## config.mk

```make
export PLATFORM = sky130hd
export DESIGN_NAME = sysid_check_ctrl_flat
export DESIGN_NICKNAME = d
export VERILOG_FILES = /design/src/rtl/sysid_check_ctrl_if.sv /design/src/rtl/sysid_check_ctrl.sv /design/src/flat_wrapper.sv
export SDC_FILE = /design/constraint.sdc
export NUM_CORES = 1
export LEC_CHECK = 0
export ABC_AREA = 1
export CORE_MARGIN = 8
export CORE_UTILIZATION = 54
export CTS_CLUSTER_DIAMETER = 80
export DETAILED_ROUTE_END_ITERATION = 6
export PLACE_DENSITY = 0.85
export SETUP_SLACK_MARGIN = 0.1
export SYNTH_ARGS = -nofsm -noshare
export SYNTH_HDL_FRONTEND = slang
export SYNTH_SLANG_ARGS = --single-unit
```

## constraint.sdc

```tcl
create_clock -name clock -period 3.4 [get_ports clock]
set_clock_uncertainty 0.05 [all_clocks]
set_input_delay 0.51 -clock clock [delete_from_list [all_inputs] [get_ports clock]]
set_output_delay 0.51 -clock clock [all_outputs]
set_load 0.01 [all_outputs]
```

## src/rtl/sysid_check_ctrl_if.sv

```systemverilog
// sysid_check_ctrl_if: two-word Avalon-MM read port between the checker (master) and the sysid slave.
interface sysid_check_ctrl_if;
    logic        address;
    logic        read;
    logic        waitrequest;
    logic [31:0] readdata;
    logic        readdatavalid;
    modport master(output address, read, input waitrequest, readdata, readdatavalid);
    modport slave(input address, read, output waitrequest, readdata, readdatavalid);
endinterface

```

## src/rtl/sysid_check_ctrl.sv

```systemverilog
// sysid_check_ctrl: reads sysid word 0/1, compares against build-time IDs, reports on pins and a status slave.
module sysid_check_ctrl #(
    parameter logic [31:0] EXPECTED_ID    = 32'd1278338,
    parameter logic [31:0] EXPECTED_TS    = 32'd1345812261,
    parameter int          TIMEOUT_CYCLES = 255,
    parameter bit          AUTO_START     = 1'b1
) (
    input  logic               clock,
    input  logic               reset_n,
    sysid_check_ctrl_if.master m,
    input  logic [1:0]         s_address,
    input  logic               s_read,
    output logic [31:0]        s_readdata,
    input  logic               s_write,
    input  logic [31:0]        s_writedata,
    output logic               done,
    output logic               pass
);
    localparam logic [2:0] IDLE    = 3'd0;
    localparam logic [2:0] REQ_ID  = 3'd1;
    localparam logic [2:0] WAIT_ID = 3'd2;
    localparam logic [2:0] REQ_TS  = 3'd3;
    localparam logic [2:0] WAIT_TS = 3'd4;
    localparam logic [2:0] DONE    = 3'd5;
    localparam logic [15:0] LIMIT  = 16'(TIMEOUT_CYCLES - 1);

    logic [2:0]  state;
    logic [15:0] cnt, cnt_inc;
    logic [31:0] cap_id, cap_ts;
    logic        id_ok, ts_ok, timeout, arm;
    logic        busy, is_req, is_wait, got, expire, restart, unused_bits;

    always_comb begin
        busy        = state != IDLE && state != DONE;
        is_req      = state == REQ_ID || state == REQ_TS;
        is_wait     = state == WAIT_ID || state == WAIT_TS;
        got         = is_wait && m.readdatavalid;
        cnt_inc     = cnt + 16'd1;
        expire      = cnt_inc >= LIMIT;
        restart     = !busy && s_write && s_address == 2'd0 && s_writedata[0];
        unused_bits = s_read ^ (^s_writedata[31:1]);
        s_readdata  = s_address == 2'd0 ? {27'd0, timeout, ts_ok, id_ok, done, busy} :
                      s_address == 2'd1 ? cap_id :
                      s_address == 2'd2 ? cap_ts : {16'd0, cnt};
    end

    assign m.read    = is_req;
    assign m.address = state == REQ_TS || state == WAIT_TS;
    assign done      = state == DONE;
    assign pass      = done && id_ok && ts_ok && !timeout;

    // arm is high only for the first edge after reset, giving the one-shot auto start
    always_ff @(posedge clock or negedge reset_n) begin
        if (!reset_n) begin
            state   <= IDLE;
            cnt     <= '0;
            cap_id  <= '0;
            cap_ts  <= '0;
            id_ok   <= 1'b0;
            ts_ok   <= 1'b0;
            timeout <= 1'b0;
            arm     <= 1'b1;
        end else begin
            arm <= 1'b0;
            if (!busy) begin
                if (restart || (arm && AUTO_START)) begin
                    state   <= REQ_ID;
                    cnt     <= '0;
                    cap_id  <= '0;
                    cap_ts  <= '0;
                    id_ok   <= 1'b0;
                    ts_ok   <= 1'b0;
                    timeout <= 1'b0;
                end
            end else begin
                cnt <= cnt_inc;
                if (got && state == WAIT_ID) begin
                    cap_id <= m.readdata;
                    id_ok  <= m.readdata == EXPECTED_ID;
                    state  <= REQ_TS;
                    cnt    <= '0;
                end else if (got) begin
                    cap_ts <= m.readdata;
                    ts_ok  <= m.readdata == EXPECTED_TS;
                    state  <= DONE;
                end else if (expire) begin
                    timeout <= 1'b1;
                    state   <= DONE;
                end else if (is_req && !m.waitrequest) begin
                    state <= state + 3'd1;
                end
            end
        end
    end
endmodule

```

## src/flat_wrapper.sv

```systemverilog
// flat-port wrapper written by rule: the top's interface ports become plain ports
module sysid_check_ctrl_flat 
#(
    parameter logic [31:0] EXPECTED_ID    = 32'd1278338,
    parameter logic [31:0] EXPECTED_TS    = 32'd1345812261,
    parameter int          TIMEOUT_CYCLES = 255,
    parameter bit          AUTO_START     = 1'b1
)
  (clock, reset_n, s_address, s_read, s_readdata, s_write, s_writedata, done, pass, m_address, m_read, m_waitrequest, m_readdata, m_readdatavalid);
  sysid_check_ctrl_if m_i ();
  input  logic clock;
  input  logic reset_n;
  input  logic [1:0] s_address;
  input  logic s_read;
  output logic [31:0] s_readdata;
  input  logic s_write;
  input  logic [31:0] s_writedata;
  output logic done;
  output logic pass;
  output wire logic [$bits(m_i.address)-1:0] m_address;
  output wire logic [$bits(m_i.read)-1:0] m_read;
  input wire logic [$bits(m_i.waitrequest)-1:0] m_waitrequest;
  input wire logic [$bits(m_i.readdata)-1:0] m_readdata;
  input wire logic [$bits(m_i.readdatavalid)-1:0] m_readdatavalid;
  assign m_address = m_i.address;
  assign m_read = m_i.read;
  assign m_i.waitrequest = m_waitrequest;
  assign m_i.readdata = m_readdata;
  assign m_i.readdatavalid = m_readdatavalid;
  sysid_check_ctrl #(.EXPECTED_ID(EXPECTED_ID), .EXPECTED_TS(EXPECTED_TS), .TIMEOUT_CYCLES(TIMEOUT_CYCLES), .AUTO_START(AUTO_START)) u_core (.clock(clock), .reset_n(reset_n), .m(m_i), .s_address(s_address), .s_read(s_read), .s_readdata(s_readdata), .s_write(s_write), .s_writedata(s_writedata), .done(done), .pass(pass));
endmodule
```

==> qor.csv <==
stage,metric,value,unit
outcome,status,finished clean,
critical_path,cp.depth,8,
min_path,hp-class,input port to async pin,
clock_network,clock_latency,0.36,ns
clock_network,clk_path_buf_depth,2,
power_and_ir_drop,p_leak,0.00270,uW
critical_path,crit_start,s_address[0],
synth,synth-edff-count,0,
layout,fin_cells,784,
layout,fin_nets,751,
timing,slew_viol_final,0,
floorplan,coreArea,8550,um2
clock_network,root_buffer,clkbuf_8,
clock_network,clock-sinks,87,
routing,initialDrtViolationCount,454,
routing,wl,13.7,mm
routing,drcViolationCount,0,
critical_path,reg2reg_from,u_core.state[0]$_DFFE_PN0P_,
synth,synth_warnings,0,
place,dp_hpwl,9.71,mm
critical_path,r2r_end,u_core.id_ok$_DFFE_PN0P_,
layout,layout-drive-gt1-share,7.54,%
clock_network,hold_buffers,0,
routing,routed_via_density,5.92,
timing,setup_slack,0.270,ns
routing,drt-pass1-iter-count,5,
grt,grt_start_max_net_pins,88,
floorplan,die_w,109,um
routing,ant_nets,0,
critical_path,crit_family,buffers and inverters,
critical_path,path_cells,clkdlybuf4s50_1 -> inv_2 -> nand2_1 -> buf_12 -> o21ai_0 -> o21ai_0 -> o21ai_0 -> clkdlybuf4s50_1,
timing,hold_viol_final,0,
timing,tightest_slew,1.09,ns
grt,antenna_found_initial,0,
critical_path,crit_arrival,2.57,ns
critical_path,required,2.84,ns
critical_path,r2r_cells,10,
critical_path,cp.buffers_inverters,4,
floorplan,rows,34,
grt,grt_pass1_vias,4788,
place,pre_cts_slack,0.287,ns
clock_network,cts.repair.resized,0,
grt,overflow,0,
clock_network,cts_tree,done,
place,placedCellCount,769,
power_and_ir_drop,vdd_drop_max,471,uV
critical_path,critPathCaptureType,primary output,
synth,synth-seq-cells,87,
layout,fill_cells,674,
synth,yosysSeqAreaShare,46.6,%
synth,synth_cells,597,
routing,dr_total_vias,4639,
floorplan,start_util,54.7,%
timing,setup_viol,0,
critical_path,worstSetupStartpointType,input port,
layout,synthToLayoutAreaGrowth,23.4,%
power_and_ir_drop,powerDensity,696,nW/um2
synth,syn_area_per_cell,7.83,um2
timing,rsz0062_at_grt,false,
place,io_buffers,75,
clock_network,path_clk_slew,0.10,ns
synth,synth_cell_type_count,28,
flow_run,cap_violations,0,
floorplan,pin_count,108,
floorplan,die_h,109,um
timing,tns,0,ns
critical_path,crit_type,input port to primary output,
power_and_ir_drop,total_power,4020,uW
timing,fmax,319,MHz
synth,synthArstFlopShare,100,%
floorplan,fp.dieArea,11900,um2
layout,diodes,0,
clock_network,cts_htree_levels,3,
critical_path,critPathCapture,s_readdata[3],
routing,wire_per_inst,17.4,um
layout,fin_util,67.5,%
synth,syn_area,4670,um2
timing,finalCritPeriodShare,92.1,%
critical_path,rrSetupSlack,1.10,ns
critical_path,crit_top_cell,o21ai_0,
timing,relSlewSlack,27.3,%
clock_network,cts_buffers,9,
grt,track_usage,23.6,%
place,place_congestion,0.904,
timing,post-route-min-period,3.13,ns
clock_network,cts_setup_buffers,0,
critical_path,cpPeakStageDelay,0.53,ns
critical_path,cp_slowest_cell,clkdlybuf4s50_1,
synth,syn-num-nets,676,
critical_path,crit_fanout,46,
grt,grt_pass1_wl,22.2,mm
synth,synth_flop_cell,dfrtp_1,
==> cells by family after synthesis <==
logic type | after synthesis | share of synthesized area (%)
compound gates | 159 | 19.5
xor+xnor | 2 | 0.375
fa+ha+maj | 7 | 1.87
buf+inv | 169 | 13.8
flops | 87 | 46.6
other cells | 1 | 0.0802
simple gates | 172 | 17.8
==> sequential cells by signal, indices dropped and copies added (netlist names) <==
signal,flops
u_core.arm,1
u_core.timeout,1
u_core.id_ok,1
u_core.cap_ts,32
u_core.state,3
u_core.cap_id,32
u_core.cnt,16
u_core.ts_ok,1
==> placed cells by master (no fill, tap or decap), types with 5 or more instances in the layout <==
| cell | Yosys | layout |
|---|---|---|
| nand2_1 | 90 | 90 |
| o21ai_0 | 69 | 69 |
| buf_4 | 0 | 11 |
| nor2_4 | 5 | 5 |
| a21oi_1 | 5 | 5 |
| nor2_1 | 18 | 18 |
| inv_1 | 142 | 142 |
| dfrtp_1 | 86 | 86 |
| o22ai_1 | 81 | 81 |
| ha_1 | 7 | 7 |
| nand3_1 | 18 | 18 |
| clkbuf_8 | 0 | 9 |
| clkdlybuf4s50_1 | 0 | 74 |
| nand4_1 | 21 | 21 |
==> Yosys cell counts, drive strengths merged, types with 2 or more instances <==
library cell,number,area (um2)
o21ai,72,372
inv,146,548
nor4,4,25.0
a21oi,5,25.0
nand4,22,153
nand2,94,368
buf,8,38.8
nor2,26,143
ha,7,87.6
nand3,20,110
xor2,2,17.5
clkbuf,15,56.3
dfrtp,86,2150
o22ai,81,507
nor3,4,20.0
nand3b,2,15.0
==> stage by stage <==
stage | hold WS (ns) | area [um2]
after detailed placement | 0.439 | 5580
after CTS | 0.335 | 5770
after global routing | 0.380 | 5770
final | 0.275 | 5770
after global placement | 0.417 | 5580
after floorplan | 0.164 | 4670
==> layout make-up <==
type,count,area [um2],area share (%)
clock inverter,6,68.8,1.19
sequential,87,2180,37.7
inverter,146,548,9.50
multi-input combinational,341,1850,32.1
timing repair buffer,87,863,15.0
tap,108,135,2.34
clock buffer,9,124,2.15
==> worst min-delay path by stage <==
stage / endpoint / slack, ns
6_report: u_core.cap_ts[29]$_DFFE_PN0P_ / 0.27
5_1_grt: u_core.cap_ts[29]$_DFFE_PN0P_ / 0.38
4_1_cts: u_core.cap_id[28]$_DFFE_PN0P_ / 0.33
3_5_place_dp: u_core.cap_id[0]$_DFFE_PN0P_ / 0.44
3_3_place_gp: u_core.cap_id[0]$_DFFE_PN0P_ / 0.42
2_1_floorplan: u_core.cap_id[0]$_DFFE_PN0P_ / 0.16
==> where the power goes <==
group          switching [uW]  internal [uW]
clock                     392            341
combinational            1090            686
sequential                143           1360
total                    1620           2390
==> per-layer routing <==
metal / global-route usage (%) / up-vias / share of wire (%)
met3: 4.26 / 46 / 7.3
li1: - / 2113 / -
met2: 40.6 / 228 / 49
met4: 11.4 / 0 / 3.3
met1: 28.0 / 2252 / 40
met5: 0 / - / 0
Note: power is estimated with default switching activity, not from simulation.
